**src/rtl/gelato_fetch_scheduler_if.sv**
```systemverilog
// Fetch request channel between the warp scheduler and the instruction fetch stage.
// The scheduler drives the request; fetch answers with fetch_ready.
interface gelato_fetch_scheduler_if #(
  parameter int unsigned WARP_NUM_WIDTH  = 2,
  parameter int unsigned PC_WIDTH        = 32,
  parameter int unsigned SPLIT_NUM_WIDTH = 2
);
  logic                       fetch_valid;
  logic                       fetch_ready;
  logic [PC_WIDTH-1:0]        fetch_pc;
  logic [WARP_NUM_WIDTH-1:0]  fetch_warp_num;
  logic [SPLIT_NUM_WIDTH-1:0] fetch_split_num;

  modport master (
    output fetch_valid,
    output fetch_pc,
    output fetch_warp_num,
    output fetch_split_num,
    input  fetch_ready
  );

  modport slave (
    input  fetch_valid,
    input  fetch_pc,
    input  fetch_warp_num,
    input  fetch_split_num,
    output fetch_ready
  );
endinterface

```
**src/rtl/gelato_fetch_scheduler.sv**
```systemverilog
// Round-robin warp scheduler: grants one eligible warp per cycle to fetch and keeps
// it blocked (in flight) until decode re-activates it through the split table.
module gelato_fetch_scheduler #(
  parameter int unsigned WARP_NUM        = 4,
  parameter int unsigned WARP_NUM_WIDTH  = 2,
  parameter int unsigned PC_WIDTH        = 32,
  parameter int unsigned SPLIT_NUM_WIDTH = 2
) (
  input  logic                                clk,
  input  logic                                rst_n,
  input  logic                                rdy,
  input  logic                                flush,
  input  logic [WARP_NUM-1:0]                 warp_valid,
  input  logic [WARP_NUM*PC_WIDTH-1:0]        warp_pc,
  input  logic [WARP_NUM*SPLIT_NUM_WIDTH-1:0] warp_split_num,
  input  logic                                activate_valid,
  input  logic [WARP_NUM_WIDTH-1:0]           activate_warp_num,
  gelato_fetch_scheduler_if.master            fetch,
  output logic [WARP_NUM-1:0]                 inflight
);

  logic [WARP_NUM_WIDTH-1:0]  rr_ptr;
  logic [WARP_NUM-1:0]        eligible;
  logic [WARP_NUM-1:0]        grant_mask;
  logic [WARP_NUM-1:0]        act_mask;
  logic                       slot_free;
  logic                       grant_any;
  logic [WARP_NUM_WIDTH-1:0]  grant_idx;
  logic [WARP_NUM_WIDTH-1:0]  cand;
  logic [PC_WIDTH-1:0]        pc_arr    [WARP_NUM];
  logic [SPLIT_NUM_WIDTH-1:0] split_arr [WARP_NUM];

  always_comb begin
    for (int unsigned i = 0; i < WARP_NUM; i++) begin
      pc_arr[i]    = warp_pc[i*PC_WIDTH +: PC_WIDTH];
      split_arr[i] = warp_split_num[i*SPLIT_NUM_WIDTH +: SPLIT_NUM_WIDTH];
    end
  end

  // Scan from the farthest offset down to rr_ptr+1 so the nearest eligible warp
  // is the last one written; offset WARP_NUM wraps to rr_ptr itself (lowest priority).
  always_comb begin
    eligible  = warp_valid & ~inflight;
    slot_free = ~fetch.fetch_valid | fetch.fetch_ready;
    grant_any = 1'b0;
    grant_idx = '0;
    cand      = '0;
    for (int unsigned k = WARP_NUM; k > 0; k--) begin
      cand = rr_ptr + WARP_NUM_WIDTH'(k);
      if (eligible[cand]) begin
        grant_any = 1'b1;
        grant_idx = cand;
      end
    end
  end

  always_comb begin
    grant_mask = '0;
    act_mask   = '0;
    if (slot_free && grant_any)
      grant_mask[grant_idx] = 1'b1;
    if (activate_valid)
      act_mask[activate_warp_num] = 1'b1;
  end

  always_ff @(posedge clk or negedge rst_n) begin
    if (!rst_n) begin
      fetch.fetch_valid     <= 1'b0;
      fetch.fetch_pc        <= '0;
      fetch.fetch_warp_num  <= '0;
      fetch.fetch_split_num <= '0;
      inflight              <= '0;
      rr_ptr                <= '1;
    end else if (rdy) begin
      if (flush) begin
        inflight          <= '0;
        fetch.fetch_valid <= 1'b0;
      end else begin
        // Set after clear: an activate racing a fresh grant refers to the older instance.
        inflight <= (inflight & ~act_mask) | grant_mask;
        if (slot_free) begin
          if (grant_any) begin
            fetch.fetch_valid     <= 1'b1;
            fetch.fetch_pc        <= pc_arr[grant_idx];
            fetch.fetch_warp_num  <= grant_idx;
            fetch.fetch_split_num <= split_arr[grant_idx];
            rr_ptr                <= grant_idx;
          end else begin
            fetch.fetch_valid <= 1'b0;
          end
        end
      end
    end
  end

endmodule

```
**src/flat_wrapper.sv**
```systemverilog
// flat-port wrapper written by rule: the top's interface ports become plain ports
module gelato_fetch_scheduler_flat 
#(
  parameter int unsigned WARP_NUM        = 4,
  parameter int unsigned WARP_NUM_WIDTH  = 2,
  parameter int unsigned PC_WIDTH        = 32,
  parameter int unsigned SPLIT_NUM_WIDTH = 2
)
  (clk, rst_n, rdy, flush, warp_valid, warp_pc, warp_split_num, activate_valid, activate_warp_num, inflight, fetch_fetch_valid, fetch_fetch_pc, fetch_fetch_warp_num, fetch_fetch_split_num, fetch_fetch_ready);
  gelato_fetch_scheduler_if #(.WARP_NUM_WIDTH(WARP_NUM_WIDTH), .PC_WIDTH(PC_WIDTH), .SPLIT_NUM_WIDTH(SPLIT_NUM_WIDTH)) fetch_i ();
  input  logic clk;
  input  logic rst_n;
  input  logic rdy;
  input  logic flush;
  input  logic [WARP_NUM-1:0] warp_valid;
  input  logic [WARP_NUM*PC_WIDTH-1:0] warp_pc;
  input  logic [WARP_NUM*SPLIT_NUM_WIDTH-1:0] warp_split_num;
  input  logic activate_valid;
  input  logic [WARP_NUM_WIDTH-1:0] activate_warp_num;
  output logic [WARP_NUM-1:0] inflight;
  output wire logic [$bits(fetch_i.fetch_valid)-1:0] fetch_fetch_valid;
  output wire logic [$bits(fetch_i.fetch_pc)-1:0] fetch_fetch_pc;
  output wire logic [$bits(fetch_i.fetch_warp_num)-1:0] fetch_fetch_warp_num;
  output wire logic [$bits(fetch_i.fetch_split_num)-1:0] fetch_fetch_split_num;
  input wire logic [$bits(fetch_i.fetch_ready)-1:0] fetch_fetch_ready;
  assign fetch_fetch_valid = fetch_i.fetch_valid;
  assign fetch_fetch_pc = fetch_i.fetch_pc;
  assign fetch_fetch_warp_num = fetch_i.fetch_warp_num;
  assign fetch_fetch_split_num = fetch_i.fetch_split_num;
  assign fetch_i.fetch_ready = fetch_fetch_ready;
  gelato_fetch_scheduler #(.WARP_NUM(WARP_NUM), .WARP_NUM_WIDTH(WARP_NUM_WIDTH), .PC_WIDTH(PC_WIDTH), .SPLIT_NUM_WIDTH(SPLIT_NUM_WIDTH)) u_core (.clk(clk), .rst_n(rst_n), .rdy(rdy), .flush(flush), .warp_valid(warp_valid), .warp_pc(warp_pc), .warp_split_num(warp_split_num), .activate_valid(activate_valid), .activate_warp_num(activate_warp_num), .fetch(fetch_i), .inflight(inflight));
endmodule
```
**config.mk**
```make
export PLATFORM = sky130hd
export DESIGN_NAME = gelato_fetch_scheduler_flat
export DESIGN_NICKNAME = d
export VERILOG_FILES = /design/src/rtl/gelato_fetch_scheduler_if.sv /design/src/rtl/gelato_fetch_scheduler.sv /design/src/flat_wrapper.sv
export SDC_FILE = /design/constraint.sdc
export NUM_CORES = 1
export LEC_CHECK = 0
export ABC_AREA = 1
export ABC_CLOCK_PERIOD_IN_PS = 2300
export BUFFER_PORTS_ARGS = -buffer_cell sky130_fd_sc_hd__clkbuf_2
export CAP_MARGIN = 20
export CORE_MARGIN = 5
export CORE_UTILIZATION = 47
export CTS_CLUSTER_DIAMETER = 40
export DETAILED_ROUTE_END_ITERATION = 8
export PLACE_DENSITY = 0.92
export SYNTH_ARGS = -nofsm -noshare
export SYNTH_HDL_FRONTEND = slang
export SYNTH_SLANG_ARGS = --single-unit
```
**constraint.sdc**
```tcl
create_clock -name clk -period 2.3 [get_ports clk]
set_input_delay 0.345 -clock clk [delete_from_list [all_inputs] [get_ports clk]]
set_output_delay 0.345 -clock clk [all_outputs]
set_load 0.02 [all_outputs]
```
After elaboration in Yosys (flattened, before gate mapping)
Index checks and enable logic that the tools add are counted.
{"block": "classes", "n_addsub": 3, "magnitude_cmp": 9, "n_mux": 32, "bitwise": 9, "reduce_logical": 6}
{"op": "32-bit binary-select mux with 2-bit select", "count": 1}
{"op": "32-bit two-way mux", "count": 2}
{"op": "2-bit by 3-bit less-than comparator with 1-bit output (second input constant)", "count": 6}
{"op": "1-bit two-way mux", "count": 13}
{"op": "2-bit two-way mux", "count": 6}
{"op": "4-bit two-way mux", "count": 3}
{"op": "4-bit bitwise AND", "count": 2}
{"op": "1-bit binary-select mux with 2-bit select", "count": 4}
{"op": "4-bit inverter", "count": 2}
{"op": "2-bit adder (second input constant)", "count": 2}
{"op": "2-bit binary-select mux with 2-bit select", "count": 1}
{"op": "1-bit demux with 2-bit select", "count": 2}
{"op": "2-bit by 1-bit greater-or-equal comparator with 1-bit output (second input constant)", "count": 2}
{"op": "4-bit OR", "count": 1}
{"op": "4-bit AND reduction", "count": 1}
{"op": "3-bit greater-or-equal comparator (second input constant)", "count": 1}
{"op": "1-bit logical AND", "count": 3}
{"op": "2-bit inverter with 3-bit output", "count": 1}
{"op": "2-bit by 1-bit adder with 2-bit output (second input constant)", "count": 1}
{"op": "1-bit inverter", "count": 2}
{"op": "2-bit AND reduction", "count": 1}
{"op": "2-bit nonzero test", "count": 1}
{"op": "1-bit OR", "count": 1}
{"block": "totals", "regBits": 43, "in_bits": 148, "output_inout_bits": 41, "word_cells": 65}

Logic depth before layout (Yosys ltp)
Gate-level depths: netlist of the first run.
{"block": "logic_depth", "word_depth": 15, "mapped_depth": 17, "depth_no_buf": 15}

Least setup slack after synthesis of the first run
Ideal clock, no wire load.
{"block": "synth_timing", "kind": "register -> register", "from": "reg u_core.rr_ptr[0]", "to": "reg u_core.fetch.fetch_pc[0]", "setup_ps": 117, "t_arrival_ps": 1792, "t_required_ps": 2183, "path_slack_ps": 392, "path_stages_with_launch": 17, "n_path_buf": 3, "period_less_slack_ps": 1908, "path_cell_list": "dfstp_2 buf_6 inv_4 nand3_1 nand2_1 nand2_1 nand2_2 inv_4 nand2_4 nand2_4 buf_6 buf_6 nand3_2 nand3_1 nand2_1 nand2_1 nand2_1"}
{"block": "synth_between", "elab_chain_cells": 10, "word_cells_on_any_way": 24, "cone_classes": "add/sub: 3; mux: 19; bitwise: 1; reduce/logical: 1"}
{"element": "start: declaration", "line": "gelato_fetch_scheduler.sv:22", "source": "logic [WARP_NUM_WIDTH-1:0] rr_ptr;"}
{"element": "start signal: assignment", "line": "gelato_fetch_scheduler.sv:87", "source": "rr_ptr <= grant_idx;"}
{"element": "2-bit adder or 1-bit binary-select mux with 2-bit select (tied branches)", "line": "gelato_fetch_scheduler.sv:49, gelato_fetch_scheduler.sv:50"}
{"element": "1-bit binary-select mux with 2-bit select or 1-bit two-way mux (tied branches)", "line": "gelato_fetch_scheduler.sv:50", "source": "if (eligible[cand]) begin"}
{"element": "1-bit two-way mux (implied by the code) or 2-bit two-way mux (tied branches)", "line": "gelato_fetch_scheduler.sv:50"}
{"element": "2-bit two-way mux (3 in a row)", "line": "gelato_fetch_scheduler.sv:50"}
{"element": "2-bit inverter with 3-bit output (implied by the code)", "line": "gelato_fetch_scheduler.sv:84", "source": "fetch.fetch_pc <= pc_arr[grant_idx];"}
{"element": "32-bit binary-select mux with 2-bit select", "line": "gelato_fetch_scheduler.sv:84"}
{"element": "32-bit two-way mux (implied by the code) (2 in a row)", "line": "gelato_fetch_scheduler.sv:84"}
{"element": "end signal: assignment", "line": "gelato_fetch_scheduler.sv:84"}
{"element": "end: declaration", "line": "gelato_fetch_scheduler_if.sv:16", "source": "output fetch_pc,"}
Several ways; a longest one is shown, not always the timed one. The select of a mux whose other input is x is not followed.
A chain may end at the register's enable or synchronous reset.

Final worst setup path of the first run
{"block": "layout_timing", "from": "reg u_core.rr_ptr[0]", "to": "reg u_core.fetch.fetch_pc[21]"}
Same word-level chain as after synthesis.

==> metrics.txt, run 1 <==
status=finished clean; classification of the worst setup path=reg -> reg; post-synthesis instance area=0.00380 mm²; total number of clock tree sinks=43; sort of element at the start of the critical path=register; Ant. Diodes=0; most frequent standard cell in the layout excluding fill and tap cells=sky130_fd_sc_hd__nand2_1; number of vias in the routed layout=between 4,000 and 5,000; count of unresolved DRC violations after routing=0; leakage dissipation=between 0.003 and 0.004 µW; Placement Rows=32; Post-DRT Antenna Nets=0; number of input and output port buffers inserted=188; relative slew slack=0.621; peak supply drop=just over 0.001 V; overall die area=~0.01 mm²; total half-perimeter wirelength after legalization and detailed placement=8800 µm; final max-slew violation count=0; number of warnings issued by yosys=0; clk_skew=between 0.01 and 0.015 ns; first-pass GRT wire length=19,500 µm; depth of the worst register-to-register path=14; number of inserted filler cells in the final layout=726; average vias per placed instance=roughly 5; effective utilization at floorplan=0.487; FF+latch count, synth=between 40 and 50; Util after Layout=0.635; overall routed net length=approximately 12,000 µm; height of the die=approximately 100 µm; Final min period=between 2 and 2.5 ns; number of setup violations in the final report=0; Area growth, synth to finish=30.4%; area share of the largest cell type after synthesis=0.270; total global routing overflow=0; vias in the first global route=roughly 4,400; total routing resource utilization after global routing=0.238; commonest cells after routing, fill and taps aside=sky130_fd_sc_hd__nand2_1, sky130_fd_sc_hd__clkbuf_2, sky130_fd_sc_hd__nand3_1; classification of the worst-slack hold path=in -> async; core area=around 0.008 mm²; final period utilization=0.924; clk_lat worst skew=0.30 ns; cell with the largest stage delay on the worst path=sky130_fd_sc_hd__dfstp_2; CP Max Fanout=45; PnR worst setup slack=0.175 ns; number of buffers created by CTS=5; Netlist cell types=22; biggest cell delay along the critical path=roughly 0.64 ns; top cell type by total area after synthesis=sky130_fd_sc_hd__dfrtp_1; synth top area cells=sky130_fd_sc_hd__dfrtp_1, sky130_fd_sc_hd__nand3_1, sky130_fd_sc_hd__nand2_1; antenna violations before repair=0; die extent in x=~100 µm; synthesized instance count=645; maximum capacitance violations=0; element type at the critical path end=register; Reg clk slew, reported paths=roughly 0.090 ns; capturing point of the worst reg2reg path=u_core.fetch.fetch_pc[21]; slew at the pin with the worst max-slew slack=0.568 ns; sequential fraction of the synthesis area=0.284; root buffer cell=sky130_fd_sc_hd__clkbuf_8; io pins=~190; number of DRC markers after the initial detailed-route iteration=180; synthesized netlist net count=just under 800; routed wire length per instance=roughly 13 µm; placer's final routability congestion estimate=~0.85; cell-by-cell trace of the critical path=inv_4, nand3_1, nand2_1, nand2_2, nand2_2, inv_4, nand2_4, nand2_8, buf_16, nand3_1, nand3_1, nand2_1, nand2_1, nand2_1; data arrival time of the critical path=between 2 and 2.5 ns; ratio of total power to cell area=1810 mW/mm²; drt first pass iters=4; Placement Setup Slack=approximately 0.013 ns; deepest level of the CTS H-tree=2; synthesized area per cell=roughly 5.9 µm²; end point of the critical path=u_core.fetch.fetch_pc[21]; Data required, critical path=around 2.5 ns; number of hold violations in the final report=0; fmax=about 470 MHz; maximum number of pins on one net before global-route repair=46; start point of the critical path=u_core.rr_ptr[0]; clock tree from TritonCTS=done; setup slack, reg-to-reg=between 0.15 and 0.2 ns; Final Net Count=a little under 1,000; Worst R2R Start=u_core.rr_ptr[0]; most common cell type on the critical path=sky130_fd_sc_hd__nand2_1; fraction of final layout cells sized beyond drive strength 1=0.293; Max Root-Sink Buffers=2
==> area by class of cell <==
| cell class | count | area [µm²] | share of cell area |
|---|---|---|---|
| clock buffer | 6 | 82.6 | 0.0167 |
| clock inverter | 2 | 35.0 | 0.00707 |
| inverter | 151 | 574 | 0.116 |
| multi-input combinational | 413 | 1950 | 0.392 |
| sequential | 43 | 1080 | 0.218 |
| tap | 102 | 128 | 0.0257 |
| timing repair buffer | 203 | 1110 | 0.225 |
==> sequential cells by signal, summed over array words and instances (netlist names) <==
signal and flops:
u_core.fetch.fetch_split_num 2, u_core.inflight 4, u_core.rr_ptr 2, u_core.fetch.fetch_warp_num 2
u_core.fetch.fetch_pc 32, u_core.fetch.fetch_valid 1
==> where the power goes <==
group / internal [µW] / total [µW] / switching [µW]
clock network: 352 / 623 / 271
logic: 2480 / 7030 / 4550
registers: 1100 / 1330 / 232
total: 3940 / 8990 / 5050
==> kinds of logic after synthesis <==
group,synth area share
simple gates,0.484
compound gates,0.0194
flops,0.284
buf+inv,0.209
xor+xnor,0.00428
==> repair_timing <==
action | in CTS | in global routing
pin swaps | 0 | 1
hold endpoints to repair | 0 | 0
buffers inserted | 0 | 1
gates resized for setup | 1 | 4
setup endpoints to repair | 2 | 36
hold buffers | 0 | 0
==> per-stage QoR <==
step	hold WS (ns)	instance area, µm²	TNS, ns	cells	power (µW)
3_5_place_dp	0.465	4800	0	911	8230
5_1_grt	0.166	4960	-0.000958	920	9880
6_report	0.115	4960	0	920	8990
4_1_cts	0.142	4920	0	919	8880
2_1_floorplan	0.0494	3800	0	645	6510
3_3_place_gp	0.456	4800	0	911	8130
==> synthesized netlist by cell type, drive strengths merged <==
cell	instances
a31oi	2
inv	151
nand3	184
nor3b	1
dfrtp	41
buf	37
nand2	208
clkbuf	1
xnor2	1
nor2	7
o21ai	10
dfstp	2
==> worst min-delay path by stage <==
stage / slack (ns) / cells past startpoint / startpoint / endpoint
global placement: 0.46 / 2 / rst_n / u_core.fetch.fetch_pc[13]
detailed placement: 0.47 / 2 / rst_n / u_core.fetch.fetch_pc[13]
global route: 0.17 / 2 / rst_n / u_core.fetch.fetch_pc[13]
CTS: 0.14 / 2 / rst_n / u_core.fetch.fetch_pc[13]
finish: 0.12 / 2 / rst_n / u_core.fetch.fetch_pc[13]
floorplan: 0.05 / 0 / rst_n / u_core.fetch.fetch_pc[0]
==> worst max-delay path, delay by kind of cell (launching register included) <==
kind                   cells  cell delay [ns]
buffers and inverters      3             0.38
and+or+nand+nor           11             0.94
DFF                        1             0.64
==> layer usage <==
metal  wire [µm]  track usage  share of wire
met5           0            0              0
met4         302       0.0945          0.025
met3        1190       0.0396          0.099
met2        5690        0.406           0.47
met1        4860        0.299           0.40
No activity file was read; power rests on OpenSTA's default activity.
==> inputs of run 2 (changes only) <==
--- a/config.mk
+++ b/config.mk
@@ -7,13 +7,14 @@
 export LEC_CHECK = 0
 export ABC_AREA = 1
 export ABC_CLOCK_PERIOD_IN_PS = 2300
-export BUFFER_PORTS_ARGS = -buffer_cell sky130_fd_sc_hd__clkbuf_2
 export CAP_MARGIN = 20
 export CORE_MARGIN = 5
-export CORE_UTILIZATION = 47
+export CORE_UTILIZATION = 55
 export CTS_CLUSTER_DIAMETER = 40
 export DETAILED_ROUTE_END_ITERATION = 8
-export PLACE_DENSITY = 0.92
+export DONT_BUFFER_PORTS = 1
+export PLACE_DENSITY = 0.8
+export SETUP_SLACK_MARGIN = 0.4
 export SYNTH_ARGS = -nofsm -noshare
 export SYNTH_HDL_FRONTEND = slang
 export SYNTH_SLANG_ARGS = --single-unit
==> metrics.txt, run 2 (synthesized netlist as in run 1, its figures left out) <==
fraction of final layout cells sized beyond drive strength 1=0.289; Final min period=about 2.2 ns; element type at the critical path end=register; total number of clock tree sinks=between 40 and 50; number of buffers created by CTS=5; slew at the pin with the worst max-slew slack=0.406 ns; final period utilization=0.963; most frequent standard cell in the layout excluding fill and tap cells=sky130_fd_sc_hd__nand2_1; Largest register FFs=32; classification of the worst-slack hold path=in -> reg; average vias per placed instance=6.23; number of input and output port buffers inserted=0; deepest level of the CTS H-tree=2; io pins=~190; Post-DRT Antenna Nets=0; die extent in x=around 93 µm; sort of element at the start of the critical path=register; root buffer cell=sky130_fd_sc_hd__clkbuf_8; Area growth, synth to finish=45.1%; setup_tns=0 ns; register with the highest flop count=u_core.fetch.fetch_pc; relative slew slack=0.728; number of hold violations in the final report=0; routed wire length per instance=between 20 and 25 µm; count of unresolved DRC violations after routing=0; clk_lat worst skew=a little over 0.3 ns; Final Net Count=between 800 and 900; effective utilization at floorplan=0.563; final max-slew violation count=0; Max Root-Sink Buffers=2; setup repair after global routing missed its margin=yes; drt first pass iters=7; classification of the worst setup path=reg -> reg; total half-perimeter wirelength after legalization and detailed placement=8190 µm; maximum capacitance violations=0; overall die area=roughly 0.0087 mm²; biggest registers after layout=u_core.fetch.fetch_pc: 32 flops, u_core.inflight: 4 flops; antenna violations before repair=0; total routing resource utilization after global routing=0.294; number of setup violations in the final report=0; data arrival time of the critical path=around 2.4 ns; maximum number of pins on one net before global-route repair=44; clk_skew=about 0.0078 ns; CP Max Fanout=7; total global routing overflow=0; Ant. Diodes=0; Seq. cell area=0.00108 mm²; placer's final routability congestion estimate=0.921; overall routed net length=roughly 17,000 µm; Placement Rows=30; vias in the first global route=~4,200; area occupied by multi-input gates=between 0.002 and 0.003 mm²; number of inserted filler cells in the final layout=430; status=finished clean; core area=slightly below 0.007 mm²; number of vias in the routed layout=4,720; commonest cells after routing, fill and taps aside=sky130_fd_sc_hd__nand2_1, sky130_fd_sc_hd__inv_1, sky130_fd_sc_hd__nand3_1; number of DRC markers after the initial detailed-route iteration=approximately 600; fmax=around 450 MHz; Reg clk slew, reported paths=roughly 0.090 ns; Data required, critical path=2.50 ns; height of the die=between 90 and 100 µm; clock tree from TritonCTS=done; first-pass GRT wire length=20,200 µm
-- run 2: per-layer routing --
metal  vias to the layer above  track usage  share of wire
met4                         0        0.127          0.054
met1                      2158        0.345           0.37
met3                       116       0.0724           0.10
met2                       401        0.507           0.47
met5                         -            0              0
li1                       2045            -              -
-- run 2: layout make-up --
cell class	instances	area share
inverters	151	0.106
well taps	80	0.0182
clock buffers	6	0.0132
repair buffers	56	0.175
flip-flops and latches	43	0.196
multi-input cells	420	0.480
clock inverters	2	0.0109
-- run 2: what timing repair did --
| item | 4_1_cts | 5_1_grt |
|---|---|---|
| endpoints found under the hold margin | 43 | 0 |
| cloned | 9 | 16 |
| setup endpoints to repair | 42 | 43 |
| resized for setup | 32 | 140 |
| hold buffers | 2 | 0 |
| pin swaps | 3 | 72 |
| buffers inserted | 15 | 5 |
-- run 2: path summary, 6_finish.rpt --
path	start	end	slack, ns	depth (start not counted)
worst max-delay path	u_core.rr_ptr[0]	u_core.fetch.fetch_pc[31]	0.09	15
worst min-delay path	fetch_fetch_ready	u_core.fetch.fetch_valid	0.22	3
worst max register to register	u_core.rr_ptr[0]	u_core.fetch.fetch_pc[31]	0.09	15
worst min register to register	u_core.rr_ptr[1]	u_core.rr_ptr[1]	0.62	2
max in group asynchronous	rst_n	u_core.rr_ptr[0]	1.47	2
min in group asynchronous	rst_n	u_core.fetch.fetch_pc[5]	0.55	2
-- run 2: through the flow --
| stage | std cells | instance area, µm² | hold WS [ns] | worst slack, ns | utilization |
|---|---|---|---|---|---|
| 6_report | 758 | 5510 | 0.222 | 0.0853 | 0.816 |
| 4_1_cts | 737 | 4490 | 0.223 | 0.223 | 0.664 |
| 3_3_place_gp | 703 | 3850 | 0.0506 | 0.215 | 0.570 |
| 3_5_place_dp | 703 | 3850 | 0.0505 | 0.134 | 0.570 |
| 5_1_grt | 758 | 5510 | 0.235 | 0.0136 | 0.816 |
| 2_1_floorplan | 645 | 3800 | 0.0494 | 0.402 | - |
-- run 2: worst max-delay path, stage by stage, from the launching register on --
cell	delay, ns
sky130_fd_sc_hd__dfstp_2	0.58
sky130_fd_sc_hd__buf_12	0.14
sky130_fd_sc_hd__xnor2_4	0.14
sky130_fd_sc_hd__inv_2	0.09
sky130_fd_sc_hd__nand2_4	0.09
sky130_fd_sc_hd__nand2_4	0.07
sky130_fd_sc_hd__nand2_8	0.12
sky130_fd_sc_hd__nand2_8	0.08
sky130_fd_sc_hd__nand2_8	0.12
sky130_fd_sc_hd__buf_12	0.17
sky130_fd_sc_hd__clkbuf_16	0.17
sky130_fd_sc_hd__nand3_2	0.07
sky130_fd_sc_hd__nand3_2	0.07
sky130_fd_sc_hd__nand2_2	0.05
sky130_fd_sc_hd__nand2_1	0.07
sky130_fd_sc_hd__nand2_1	0.07
Power of run 2 is not shown: default switching activity piles up to over one toggle a cycle in this logic, so the estimate is an artifact.
